<file path="src/rtl/fp_div_seq_if.sv">
// ============================================================================
// Module   : fp_div_seq_if
// Purpose  : Operand/result handshake bundle for the sequential FP divider.
//            The master side is the operand producer and result consumer.
// Revision : 1.0  initial release
// ============================================================================
`default_nettype none

interface fp_div_seq_if #(
  parameter int EXP_W = 5,
  parameter int MAN_W = 10
) ();

  localparam int W = 1 + EXP_W + MAN_W;

  logic         i_Valid;
  logic         o_Ready;
  logic [W-1:0] i_Dividend;
  logic [W-1:0] i_Divisor;
  logic         o_Valid;
  logic         i_Ready;
  logic [W-1:0] o_Quotient;
  logic [3:0]   o_Flags;
  logic         o_Exception;

  // Divider side
  modport slave (
    input  i_Valid, i_Dividend, i_Divisor, i_Ready,
    output o_Ready, o_Valid, o_Quotient, o_Flags, o_Exception
  );

  // Producer / consumer side
  modport master (
    output i_Valid, i_Dividend, i_Divisor, i_Ready,
    input  o_Ready, o_Valid, o_Quotient, o_Flags, o_Exception
  );

endinterface

`default_nettype wire

</file>
<file path="src/rtl/fp_div_seq.sv">
// ============================================================================
// Module   : fp_div_seq
// Purpose  : Sequential IEEE-style floating-point divider. Restoring radix-2
//            mantissa division, one quotient bit per cycle, truncating result.
//            Subnormals are flushed to zero; specials resolve in one cycle.
// Revision : 1.0  initial release
// ============================================================================
`default_nettype none

module fp_div_seq #(
  parameter int EXP_W = 5,
  parameter int MAN_W = 10
) (
  input  logic        i_Clk,
  input  logic        i_Reset_n,
  fp_div_seq_if.slave bus
);

  localparam int W     = 1 + EXP_W + MAN_W;
  localparam int CNT_W = $clog2(MAN_W + 3);
  localparam int XW    = EXP_W + 2;

  localparam logic signed [XW-1:0] BIAS    = XW'((2 ** (EXP_W - 1)) - 1);
  localparam logic signed [XW-1:0] EXP_MAX = XW'((2 ** EXP_W) - 1);
  localparam logic [CNT_W-1:0]     LAST_IT = CNT_W'(MAN_W + 1);

  localparam logic [1:0] S_IDLE   = 2'd0;
  localparam logic [1:0] S_DIVIDE = 2'd1;
  localparam logic [1:0] S_NORM   = 2'd2;
  localparam logic [1:0] S_DONE   = 2'd3;

  localparam logic [W-2:0] INF_BODY  = {{EXP_W{1'b1}}, {MAN_W{1'b0}}};
  localparam logic [W-2:0] ZERO_BODY = '0;
  localparam logic [W-1:0] QNAN      = {1'b0, {EXP_W{1'b1}}, 1'b1, {(MAN_W-1){1'b0}}};

  logic [1:0] state;
  logic [1:0] state_next;

  // ---------------------------------------------------------------------------
  // Operand field decode (only meaningful on the accept edge)
  // ---------------------------------------------------------------------------
  logic             a_sign, b_sign;
  logic [EXP_W-1:0] a_exp, b_exp;
  logic [MAN_W-1:0] a_frac, b_frac;
  logic             a_zero, a_inf, a_nan;
  logic             b_zero, b_inf, b_nan;
  logic             in_sign;

  assign a_sign  = bus.i_Dividend[W-1];
  assign a_exp   = bus.i_Dividend[W-2:MAN_W];
  assign a_frac  = bus.i_Dividend[MAN_W-1:0];
  assign b_sign  = bus.i_Divisor[W-1];
  assign b_exp   = bus.i_Divisor[W-2:MAN_W];
  assign b_frac  = bus.i_Divisor[MAN_W-1:0];
  assign in_sign = a_sign ^ b_sign;

  // Exponent 0 is treated as zero regardless of fraction (flush-to-zero)
  assign a_zero = (a_exp == '0);
  assign a_inf  = (&a_exp) && (a_frac == '0);
  assign a_nan  = (&a_exp) && (a_frac != '0);
  assign b_zero = (b_exp == '0);
  assign b_inf  = (&b_exp) && (b_frac == '0);
  assign b_nan  = (&b_exp) && (b_frac != '0);

  logic         accept;
  logic         special;
  logic [W-1:0] sp_quot;
  logic [3:0]   sp_flags;

  assign accept = bus.i_Valid && (state == S_IDLE);

  // Resolve special operand combinations; priority order matters (NaN first)
  always_comb begin
    special  = 1'b1;
    sp_quot  = '0;
    sp_flags = 4'b0000;
    if (a_nan || b_nan || (a_inf && b_inf) || (a_zero && b_zero)) begin
      sp_quot  = QNAN;
      sp_flags = 4'b1000;
    end else if (a_inf) begin
      sp_quot = {in_sign, INF_BODY};
    end else if (b_inf) begin
      sp_quot = {in_sign, ZERO_BODY};
    end else if (b_zero) begin
      sp_quot  = {in_sign, INF_BODY};
      sp_flags = 4'b0100;
    end else if (a_zero) begin
      sp_quot = {in_sign, ZERO_BODY};
    end else begin
      special = 1'b0;
    end
  end

  // ---------------------------------------------------------------------------
  // Datapath registers
  // ---------------------------------------------------------------------------
  logic                 res_sign;
  logic signed [XW-1:0] exp_q;
  logic [MAN_W+1:0]     rem;
  logic [MAN_W:0]       divisor_m;
  logic [MAN_W+1:0]     quo;
  logic [CNT_W-1:0]     cnt;
  logic [W-1:0]         quot_q;
  logic [3:0]           flags_q;

  // One restoring step: subtract if it fits, then shift the partial remainder
  logic             rem_ge;
  logic [MAN_W+1:0] rem_diff;
  logic [MAN_W+1:0] rem_sel;

  always_comb begin
    rem_ge   = (rem >= {1'b0, divisor_m});
    rem_diff = rem - {1'b0, divisor_m};
    rem_sel  = rem_ge ? rem_diff : rem;
  end

  // Normalisation: the quotient lies in [0.5, 2), so at most one left shift
  logic                 q_msb;
  logic signed [XW-1:0] exp_n;
  logic [MAN_W-1:0]     frac_n;
  logic                 ovf;
  logic                 unf;
  logic [W-1:0]         norm_quot;
  logic [3:0]           norm_flags;

  always_comb begin
    q_msb  = quo[MAN_W+1];
    exp_n  = q_msb ? exp_q : (exp_q - XW'(1));
    frac_n = q_msb ? quo[MAN_W:1] : quo[MAN_W-1:0];
    ovf    = (exp_n >= EXP_MAX);
    unf    = !ovf && (exp_n[XW-1] || (exp_n == '0));
    if (ovf) begin
      norm_quot = {res_sign, INF_BODY};
    end else if (unf) begin
      norm_quot = {res_sign, ZERO_BODY};
    end else begin
      norm_quot = {res_sign, exp_n[EXP_W-1:0], frac_n};
    end
    norm_flags = {2'b00, ovf, unf};
  end

  // State register
  always_ff @(posedge i_Clk) begin
    if (!i_Reset_n) begin
      state <= S_IDLE;
    end else begin
      state <= state_next;
    end
  end

  // Next-state logic
  always_comb begin
    state_next = state;
    case (state)
      S_IDLE:   if (accept) state_next = special ? S_DONE : S_DIVIDE;
      S_DIVIDE: if (cnt == LAST_IT) state_next = S_NORM;
      S_NORM:   state_next = S_DONE;
      S_DONE:   if (bus.i_Ready) state_next = S_IDLE;
      default:  state_next = S_IDLE;
    endcase
  end

  // Handshake outputs decoded from state
  always_comb begin
    bus.o_Ready = (state == S_IDLE);
    bus.o_Valid = (state == S_DONE);
  end

  // Datapath: capture, iterate, normalise, present and clear the result
  always_ff @(posedge i_Clk) begin
    if (!i_Reset_n) begin
      res_sign  <= 1'b0;
      exp_q     <= '0;
      rem       <= '0;
      divisor_m <= '0;
      quo       <= '0;
      cnt       <= '0;
      quot_q    <= '0;
      flags_q   <= '0;
    end else begin
      case (state)
        S_IDLE: begin
          if (accept) begin
            res_sign  <= in_sign;
            exp_q     <= $signed({2'b00, a_exp}) - $signed({2'b00, b_exp}) + BIAS;
            rem       <= {1'b0, 1'b1, a_frac};
            divisor_m <= {1'b1, b_frac};
            quo       <= '0;
            cnt       <= '0;
            if (special) begin
              quot_q  <= sp_quot;
              flags_q <= sp_flags;
            end
          end
        end
        S_DIVIDE: begin
          rem <= {rem_sel[MAN_W:0], 1'b0};
          quo <= {quo[MAN_W:0], rem_ge};
          cnt <= cnt + 1'b1;
        end
        S_NORM: begin
          quo     <= q_msb ? quo : {quo[MAN_W:0], 1'b0};
          exp_q   <= exp_n;
          quot_q  <= norm_quot;
          flags_q <= norm_flags;
        end
        S_DONE: begin
          if (bus.i_Ready) begin
            quot_q  <= '0;
            flags_q <= '0;
          end
        end
        default: begin
          quot_q  <= '0;
          flags_q <= '0;
        end
      endcase
    end
  end

  assign bus.o_Quotient  = quot_q;
  assign bus.o_Flags     = flags_q;
  assign bus.o_Exception = |flags_q;

endmodule

`default_nettype wire

</file>
<file path="src/flat_wrapper.sv">
// flat-port wrapper written by rule: the top's interface ports become plain ports
module fp_div_seq_flat 
#(
  parameter int EXP_W = 5,
  parameter int MAN_W = 10
)
  (i_Clk, i_Reset_n, bus_i_Valid, bus_i_Dividend, bus_i_Divisor, bus_i_Ready, bus_o_Ready, bus_o_Valid, bus_o_Quotient, bus_o_Flags, bus_o_Exception);
  fp_div_seq_if #(.EXP_W(EXP_W), .MAN_W(MAN_W)) bus_i ();
  input  logic i_Clk;
  input  logic i_Reset_n;
  input wire logic [$bits(bus_i.i_Valid)-1:0] bus_i_Valid;
  input wire logic [$bits(bus_i.i_Dividend)-1:0] bus_i_Dividend;
  input wire logic [$bits(bus_i.i_Divisor)-1:0] bus_i_Divisor;
  input wire logic [$bits(bus_i.i_Ready)-1:0] bus_i_Ready;
  output wire logic [$bits(bus_i.o_Ready)-1:0] bus_o_Ready;
  output wire logic [$bits(bus_i.o_Valid)-1:0] bus_o_Valid;
  output wire logic [$bits(bus_i.o_Quotient)-1:0] bus_o_Quotient;
  output wire logic [$bits(bus_i.o_Flags)-1:0] bus_o_Flags;
  output wire logic [$bits(bus_i.o_Exception)-1:0] bus_o_Exception;
  assign bus_i.i_Valid = bus_i_Valid;
  assign bus_i.i_Dividend = bus_i_Dividend;
  assign bus_i.i_Divisor = bus_i_Divisor;
  assign bus_i.i_Ready = bus_i_Ready;
  assign bus_o_Ready = bus_i.o_Ready;
  assign bus_o_Valid = bus_i.o_Valid;
  assign bus_o_Quotient = bus_i.o_Quotient;
  assign bus_o_Flags = bus_i.o_Flags;
  assign bus_o_Exception = bus_i.o_Exception;
  fp_div_seq #(.EXP_W(EXP_W), .MAN_W(MAN_W)) u_core (.i_Clk(i_Clk), .i_Reset_n(i_Reset_n), .bus(bus_i));
endmodule
</file>
<file path="config.mk">
export PLATFORM = sky130hd
export DESIGN_NAME = fp_div_seq_flat
export DESIGN_NICKNAME = d
export VERILOG_FILES = /design/src/rtl/fp_div_seq_if.sv /design/src/rtl/fp_div_seq.sv /design/src/flat_wrapper.sv
export SDC_FILE = /design/constraint.sdc
export NUM_CORES = 1
export LEC_CHECK = 0
export CELL_PAD_IN_SITES_DETAIL_PLACEMENT = 1
export CELL_PAD_IN_SITES_GLOBAL_PLACEMENT = 1
export CORE_MARGIN = 3
export CORE_UTILIZATION = 41
export DETAILED_ROUTE_END_ITERATION = 10
export GPL_TIMING_DRIVEN = 0
export PLACE_DENSITY_LB_ADDON = 0.08
export SYNTH_ARGS = -nofsm -noshare
export SYNTH_HDL_FRONTEND = slang
export SYNTH_SLANG_ARGS = --single-unit
</file>
<file path="constraint.sdc">
create_clock -name i_Clk -period 3.3 [get_ports i_Clk]
set_input_delay 0.99 -clock i_Clk [delete_from_list [all_inputs] [get_ports i_Clk]]
set_output_delay 0.99 -clock i_Clk [all_outputs]
set_load 0.1 [all_outputs]
</file>
==> results of run 1 <==
worst min-delay path by stage:
| stage | to | cells after the start |
|---|---|---|
| after floorplan | u_core.rem[11] | 2 |
| after global placement | u_core.bus.o_Quotient[2] | 2 |
| after detailed placement | u_core.bus.o_Quotient[0] | 2 |
| after CTS | u_core.bus.o_Quotient[0] | 2 |
| after global routing | u_core.bus.o_Quotient[5] | 2 |
| final | u_core.bus.o_Quotient[3] | 2 |
flip-flops by register name (all words and copies together) (netlist names):
name / flops
u_core.quo: 12
u_core.res_sign: 1
u_core.bus.o_Flags: 4
u_core.exp_q: 7
u_core.divisor_m: 11
u_core.bus.o_Quotient: 16
u_core.state: 2
u_core.cnt: 4
u_core.rem: 12
through the flow:
step	setup slack, ps	instance area (sq um)
finish	115	5090
global route	-2.09	5090
CTS	19.2	5080
detailed placement	-358	4850
global placement	-290	4850
floorplan	529	4110
cells by family after synthesis:
| kind of cell | Yosys count | synth area share, % |
|---|---|---|
| and+or+nand+nor | 178 | 20.7 |
| AOI/OAI and AO/OA | 143 | 22.8 |
| DFF | 69 | 33.6 |
| buffers and inverters | 55 | 5.18 |
| adders and majority gates | 25 | 7.98 |
| muxes | 23 | 5.70 |
| xor gates and xnor gates | 18 | 4.02 |
area by class of cell:
class / count / area (sq um)
Tap cell: 129 / 161
Sequential cell: 69 / 1380
Buffer: 24 / 97.6
Clock buffer: 9 / 124
Timing Repair Buffer: 58 / 581
Inverter: 31 / 116
Clock inverter: 7 / 105
Fill cell: 1194 / 4420
Multi-Input combinational cell: 387 / 2520
cells in the final DEF, fill, tap and decap left out, types with 17 or more instances in the layout:
cell type,count
a21oi_1,39
a22oi_1,23
ha_1,23
nor2_1,43
o21ai_0,17
nand2_1,65
dfxtp_1,69
clkdlybuf4s50_1,58
clkbuf_1,17
mux2i_1,20
inv_1,30
what timing repair did:
item	4_1_cts	5_1_grt
setup buffers	0	0
hold endpoints to repair	0	0
resized for setup	0	4
setup endpoints to repair	0	18
critical path, cell delays in order, from the launching register on:
cell	delay, ps
dfxtp_1	350
inv_1	110
ha_1	210
clkdlybuf4s50_1	1160
per-layer routing:
metal  global-route usage, %  vias up
met2                    41.9       83
met1                    27.1     1984
met5                       0        -
met3                    4.01       20
li1                        -     1968
met4                    8.51        0
power by group:
part | internal [mW] | total, mW | switching (mW)
Sequential | 1.02 | 1.17 | 0.152
Clock | 0.437 | 0.828 | 0.390
Combinational | 1.14 | 3.14 | 2.01
==> impl_results.md, run 1 <==
* DRC errors left at 0
* Final Wtd Congestion at 0.870
* Pin count of the biggest net entering global routing at 15
* Ant diodes at 0
* Sink Count at 69
* Fin cells at 714
* Syn nets at 572
* Cts bufs inserted at 9
* Crit path to: bus_o_Ready
* Total Power at 5.14 mW
* Worst reg2reg path startpoint: u_core.exp_q[0]
* Reg2reg end: u_core.bus.o_Quotient[9]
* Top-count cell post-synth: dfxtp_1
* Synth top area share at 33.6%
* Metal3 WL at between 400 and 500 microns
* Hold Crit Start: u_core.bus.o_Quotient[3]
* Number of port buffers at between 50 and 60
* Routed vias at between 4000 and 5000
* Syn-to-layout area delta at 23.9%
* Placed cells at approximately 700
* Htree depth at 3
* Top sig layer: met4
* Slew Viols, Final at 0
* Post-Syn Area at 0.00411 sq mm
* Critical Path End Type: primary output
* Final min period at 3180 ps
* Register bit count reported by yosys at 69
* DR pass1 iterations at 4
* RSZ-0062 raised after global routing: yes
* Die Y at 106 microns
* Slew @ Worst Pin at between 900 and 1000 ps
* Warnings, synthesis at 0
* Cells after Synth at 511
* Setup violators final at 0
* Share of cells above drive strength 1 at slightly above 7%
* Post-DP HPWL at between 9000 and 10000 microns
* Routed wl met2 at roughly 6400 microns
* CTS tree: yes
* Distinct cells, synth at 58
* CP required at roughly 2300 ps
* Power density cells at slightly above 1000 mW/mm^2
* First-pass GRT wire length at about 21000 microns
* Setup CP Type: reg2out
* Hold Slack at around 460 ps
* Clk_lat worst skew at 370 ps
* Vias in the first global route at ~4300
* R2R depth at 10
* Crit path DAT at approximately 2200 ps
* Commonest cells in the netlist: dfxtp_1, nand2_1, nor2_1, a21oi_1, inv_1
* Fraction of registers with async set/reset at 0%
* Ys flop type: dfxtp_1
* Clock slew at reported path FFs at around 90 ps
* Syn Area/Cell at between 8 and 9 sq um
* Outcome: complete, no violations
* Avg WL per Cell at 17.6 microns
* Starting Density at 43.2%
* Worst VDD drop at 0.437 mV
* IO Pins at 59
* Overflow left after global routing at 0
* DRT met1 WL at approximately 5400 microns
* Worst setup SP type: flop
* Die area at ~0.011 sq mm
* Util after Layout at roughly 54%
* Final hold violations at 0
* Core box area at 0.00950 sq mm
* Max clock buf depth at 2
* Reg2Reg Setup Slack at 460 ps
* Synth area leaders: dfxtp_1, ha_1, nand2_1, mux2i_1, a21oi_1
* Antenna-violating nets left at 0
* Fin crit share at 96.5%
* Root buffer cell: clkbuf_8
* Sum of routed wire length over all layers at about 13000 microns
* Post-synth EDFFs at 0
* Vias per cell at between 5 and 6
* CTS Hold Bufs at 0
* Clock Skew at 9.26 ps
* Initial antenna violation count at 0
* HP Class: reg2reg
* Die X at around 110 microns
* # nets final at 641
* GRT Overall Usage at a little under a quarter
* Setup_tns at 0 ps
* Std-Cell Rows at 35
* FMAX at about 0.31 GHz
* Max Cap Viol at 0
* Seq/Total Area, Yosys at between 30% and 40%
* DRT iter0 DRCs at approximately 140
* Largest area contributor in the synthesized netlist: dfxtp_1
* Slew HR at between 30 and 40%
* Origin of the worst setup path: u_core.state[0]
* Critical Path Fanout Max at 3
* P_leak at around 1.9 nW
No activity file was read; power rests on OpenSTA's default activity.
==> run 2, diff against run 1 <==
- CORE_UTILIZATION: 41 -> 35
==> run 2 against run 1 <==
Clock skew is 2.4 ps lower. Hold slack worse by 7.4 ps. Maximum frequency is 1.7% higher. Register-to-register slack hardly changed. Sequential share of layout area is 0.42 points lower. Total power is 2.6% higher. Core utilization is 7.1 points lower. Design area is 1.6% higher. Critical path depth is 1 lower. Die area is 16% higher. First-iteration DRC count is 12% higher. Wire length hardly changed. Highest routed layer unchanged.
==> impl_results.md, run 2 (synthesis gave the netlist of run 1 again) <==
* Clock Skew at between 6 and 7 ps
* Slew Viols, Final at 0
* IO Pins at between 50 and 60
* Reg2reg end: u_core.bus.o_Quotient[9]
* CTS tree: yes
* Clock Power Share at a little under a fifth
* Fin crit share at 94.9%
* P_leak at a little under 2 nW
* Fin cells at 725
* Worst VDD drop at between 0.5 and 0.6 mV
* Sequential power share at approximately 22%
* Antenna-violating nets left at 0
* Starting Density at a little under two fifths
* Vias per cell at between 5 and 6
* Reg2Reg Setup Slack at between 400 and 500 ps
* Total Power at between 5 and 6 mW
* Final hold violations at 0
* Htree depth at 3
* Post-DP HPWL at 9790 microns
* Final min period at around 3100 ps
* R2R depth at 10
* Switch share at between 40% and 50%
* Logic gate share of total power at about three fifths
* Most frequent cells in the layout: dfxtp_1, nand2_1, clkdlybuf4s50_1
* Hold Slack at approximately 450 ps
* Core box area at between 0.01 and 0.015 sq mm
* Die X at about 110 microns
* Syn-to-layout area delta at 25.8%
* Max clock buf depth at 2
* Vias in the first global route at approximately 4200
* Slew @ Worst Pin at 977 ps
* Sink Count at 69
* Slew HR at 34.7%
* Hold Crit Start: u_core.bus.o_Quotient[1]
* Final Wtd Congestion at 0.810
* HP Class: reg2reg
* Worst setup SP type: flop
* Number of port buffers at between 50 and 60
* Avg WL per Cell at 17.3 microns
* DR pass1 iterations at 4
* Clk_lat worst skew at about 340 ps
* Pin count of the biggest net entering global routing at 13
* Ant diodes at 0
* First-pass GRT wire length at about 21000 microns
* WHS Path Cells at 2
* P_int at about 2.7 mW
* Cts bufs inserted at 9
* Die area at between 0.01 and 0.015 sq mm
* RSZ-0062 raised after global routing: no
* Hold EP: u_core.bus.o_Quotient[1]
* CTS Hold Bufs at 0
* Setup ws final at 168 ps
* Switching pwr at between 2 and 3 mW
* GRT Overall Usage at 20.1%
* Outcome: complete, no violations
* Pre-CTS setup slack at -414 ps
* Crit path DAT at approximately 2100 ps
* Max Cap Viol at 0
* DRC errors left at 0
* CP required at about 2300 ps
* FMAX at about 0.32 GHz
* Std-Cell Rows at 38
* Critical Path End Type: primary output
* Routed vias at about 4000
* Share of cells above drive strength 1 at under 10%
* Power density cells at 1020 mW/mm^2
* Setup CP Type: reg2out
* Sum of routed wire length over all layers at 12600 microns
* Die Y at ~110 microns
* Initial antenna violation count at 0
* Overflow left after global routing at 0
* Root buffer cell: clkbuf_16
* DRT iter0 DRCs at 155
* Clock slew at reported path FFs at about 60 ps
* Max FFs per register at 16
* Placed cells at slightly above 700
* Leading cell type in the layout, fill and taps excluded: dfxtp_1
* Critical Path Fanout Max at 3
* Fillers at roughly 1400
* Worst reg2reg path startpoint: u_core.exp_q[0]
* Setup violators final at 0
* # nets final at between 600 and 700
run 2: cell type report:
type	instances	area [sq um]	area share, %
buffer	23	92.6	1.79
timing repair buffer	59	588	11.4
tap	140	175	3.39
multi-input combinational	387	2520	48.8
inverter	31	116	2.25
clock buffer	10	229	4.43
sequential	69	1380	26.7
clock inverter	6	63.8	1.23
run 2: worst max path at each step:
stage	start	end	slack, ps	cells past startpoint
floorplan	u_core.state[0]	u_core.bus.o_Quotient[10]	530	11
global placement	bus_i_Divisor[4]	u_core.bus.o_Quotient[11]	-350	8
detailed placement	bus_i_Divisor[4]	u_core.bus.o_Quotient[12]	-410	8
CTS	bus_i_Dividend[11]	u_core.bus.o_Quotient[7]	110	8
global route	bus_i_Divisor[4]	u_core.bus.o_Quotient[11]	70	8
finish	u_core.bus.o_Flags[2]	bus_o_Exception	170	2
run 2: routing by layer:
layer  up-vias  track usage, %  part of all wire, %
met3        15            5.13                  3.3
met5         -               0                    0
li1       1980               -                    -
met2        67            36.0                   51
met4         0            5.70                  1.4
met1      1942            23.8                   45
run 2: timing repair:
action / in CTS / in global routing
setup endpoints to repair: 7 / 11
pin swaps: 0 / 1
gates resized for setup: 1 / 1
cloned: 0 / 0
setup buffers: 0 / 1
run 2: critical path: stages, from the launching register on:
cell and delay, ps:
dfxtp_1 330, or4_1 490, clkdlybuf4s50_1 980
run 2: power by group through the flow:
stage	combinational (mW)	clock (mW)	sequential [mW]
after floorplan	2.11	0	1.43
after global placement	3.04	0	1.17
after detailed placement	3.12	0	1.18
after CTS	3.14	0.996	1.17
after global routing	3.46	1.03	1.19
final	3.14	0.973	1.17
run 2: stage by stage:
step                cell area [sq um]  TNS, ps  util [%]
detailed placement               4860    -5260      43.7
global route                     5170        0      46.4
CTS                              5160        0      46.4
finish                           5170        0      46.4
global placement                 4860    -4600      43.7
floorplan                        4110        0         -
==> run 3, diff against run 2 <==
- ABC_AREA: default -> 1
==> run 3 against run 2 <==
Via count is 11% higher. Total power is 5.4% higher. Combinational power is 4% higher. Hold slack better by 18 ps. First-iteration DRC count is 8.4% lower.
==> impl_results.md, run 3 <==
* Cells after Synth at roughly 640
* Setup violators final at 0
* Logic gate share of total power at 58.9%
* Slew Viols, Final at 0
* Post-Syn Area at 0.00433 sq mm
* Hold Slack at ~470 ps
* Largest area contributor in the synthesized netlist: dfxtp_1
* Synth top area share at 31.9%
* Overflow left after global routing at 0
* Register bit count reported by yosys at approximately 70
* Total Power at 5.56 mW
* Syn nets at between 700 and 800
* Starting Density at between 30% and 40%
* Fraction of registers with async set/reset at 0%
* Clk_lat worst skew at between 300 and 400 ps
* Top sig layer: met4
* Routed vias at approximately 4400
* Synth area leaders: dfxtp_1, nand2_1, a21oi_1, ha_1, inv_1
* Commonest cells in the netlist: nand2_1, a21oi_1, inv_1, dfxtp_1, nor2_1
* P_leak at approximately 2.3 nW
* Max clock buf depth at 2
* Worst reg2reg path startpoint: u_core.rem[0]
* CTS tree: yes
* Initial antenna violation count at 0
* # nets final at about 770
* HP Class: reg2reg
* Cts repair resizes at 1
* Seq/Total Area, Yosys at about a third
* Critical Path Fanout Max at 3
* DRC errors left at 0
* Number of port buffers at a little under 60
* Max Cap Viol at 0
* Fin crit share at between 90 and 100%
* DR pass1 iterations at 4
* Crit path DAT at approximately 2200 ps
* Ant diodes at 0
* Worst VDD drop at about 0.59 mV
* FMAX at 0.316 GHz
* IO Pins at 59
* P_int at 2.77 mW
* Switching pwr at 2.79 mW
* Post-synth EDFFs at 0
* Sequential power share at 21.8%
* Reg2reg end: u_core.rem[8]
* Vias in the first global route at about 4800
* Syn-to-layout area delta at 25.6%
* Vias per cell at between 5 and 6
* Clock slew at reported path FFs at about 60 ps
* Power density cells at about 1000 mW/mm^2
* Root buffer cell: clkbuf_16
* Post-CTS setup buffers at 0
* Avg WL per Cell at around 16 microns
* Metal3 WL at around 320 microns
* Die Y at roughly 120 microns
* CP required at around 2300 ps
* Origin of the worst setup path: u_core.bus.o_Flags[1]
* Htree depth at 3
* Crit path to: bus_o_Exception
* DRT iter0 DRCs at between 100 and 150
* Switch share at approximately 50%
* Critical Path End Type: primary output
* DRT met1 WL at ~6200 microns
* Core box area at around 0.012 sq mm
* Slew @ Worst Pin at just under 1000 ps
* Share of cells above drive strength 1 at under 10%
* Worst setup SP type: flop
* Syn Area/Cell at approximately 6.7 sq um
* Pin count of the biggest net entering global routing at 13
* Clock Power Share at between 10% and 20%
* Outcome: complete, no violations
* CTS Hold Bufs at 0
* First-pass GRT wire length at roughly 23000 microns
* Reg2Reg Setup Slack at roughly 900 ps
* Sink Count at 69
* DP Area at 0.00511 sq mm
* Max FFs per register at 16
* Warnings, synthesis at 0
* Std-Cell Rows at 39
* Slew HR at between 30 and 40%
* Antenna-violating nets left at 0
* R2R depth at 10
* Placed cells at 866
* Clock Skew at 5.30 ps
* Leading cell type in the layout, fill and taps excluded: nand2_1
* Routed wl met2 at 7010 microns
* Final Wtd Congestion at between 0.8 and 0.9
* Ys flop type: dfxtp_1
* Setup_tns at 0 ps
* Distinct cells, synth at 46
* Final hold violations at 0
* Setup CP Type: reg2out
* Die area at around 0.014 sq mm
* Most frequent cells in the layout: nand2_1, a21oi_1, inv_1
* Die X at 117 microns
* Top-count cell post-synth: nand2_1
* Cts bufs inserted at 9
* RSZ-0062 raised after global routing: no
* Fin cells at between 800 and 900
* GRT Overall Usage at 21.5%
* Post-DP HPWL at 10900 microns
* Sum of routed wire length over all layers at roughly 14000 microns
* Fin area at 0.00544 sq mm
* Final min period at roughly 3200 ps
## run 3: per-stage QoR
step	utilization (%)	worst slack, ps
global placement	43.5	131
CTS	46.2	125
finish	46.2	139
detailed placement	43.5	22.4
global route	46.2	90.2
floorplan	-	533
## run 3: worst min path at each step
stage / cells past startpoint / startpoint / endpoint
finish: 2 / u_core.bus.o_Quotient[7] / u_core.bus.o_Quotient[7]
detailed placement: 2 / u_core.bus.o_Quotient[7] / u_core.bus.o_Quotient[7]
floorplan: 2 / u_core.divisor_m[7] / u_core.divisor_m[7]
global placement: 2 / u_core.quo[8] / u_core.quo[9]
global route: 2 / u_core.quo[1] / u_core.quo[2]
CTS: 2 / u_core.bus.o_Quotient[7] / u_core.bus.o_Quotient[7]
## run 3: final cells by class
| cell class | count | area, sq um |
|---|---|---|
| fill | 1523 | 6320 |
| clock buffer | 11 | 243 |
| timing repair buffer | 58 | 579 |
| clock inverter | 5 | 82.6 |
| inverter | 76 | 285 |
| tap | 164 | 205 |
| multi-input combinational | 479 | 2550 |
| sequential | 69 | 1380 |
| buffer | 20 | 109 |
## run 3: worst max-delay path: stages (launching register included)
cell and delay (ps):
dfxtp_1 330, or4_1 520, clkdlybuf4s50_1 980
## run 3: power groups by stage
| stage | Combinational (mW) | Sequential (mW) | Clock [mW] |
|---|---|---|---|
| floorplan | 2.25 | 1.43 | 0 |
| global placement | 3.22 | 1.22 | 0 |
| detailed placement | 3.28 | 1.23 | 0 |
| CTS | 3.31 | 1.22 | 1.10 |
| global route | 3.71 | 1.24 | 1.13 |
| finish | 3.28 | 1.21 | 1.07 |
## run 3: routing by layer
metal	vias to the layer above	GRT usage, %
met4	0	7.65
met5	-	0
met1	2100	25.0
met2	51	39.6
li1	2272	-
met3	15	3.44
## run 3: kinds of logic (layout without fill, tap and decap cells)
| logic type | after synthesis | count (layout) | synth area share (%) |
|---|---|---|---|
| buf+inv | 96 | 170 | 9.11 |
| compound gates | 165 | 165 | 20.7 |
| fa+ha+maj | 25 | 25 | 7.57 |
| flops | 69 | 69 | 31.9 |
| simple gates | 278 | 278 | 28.5 |
| xor+xnor | 11 | 11 | 2.23 |
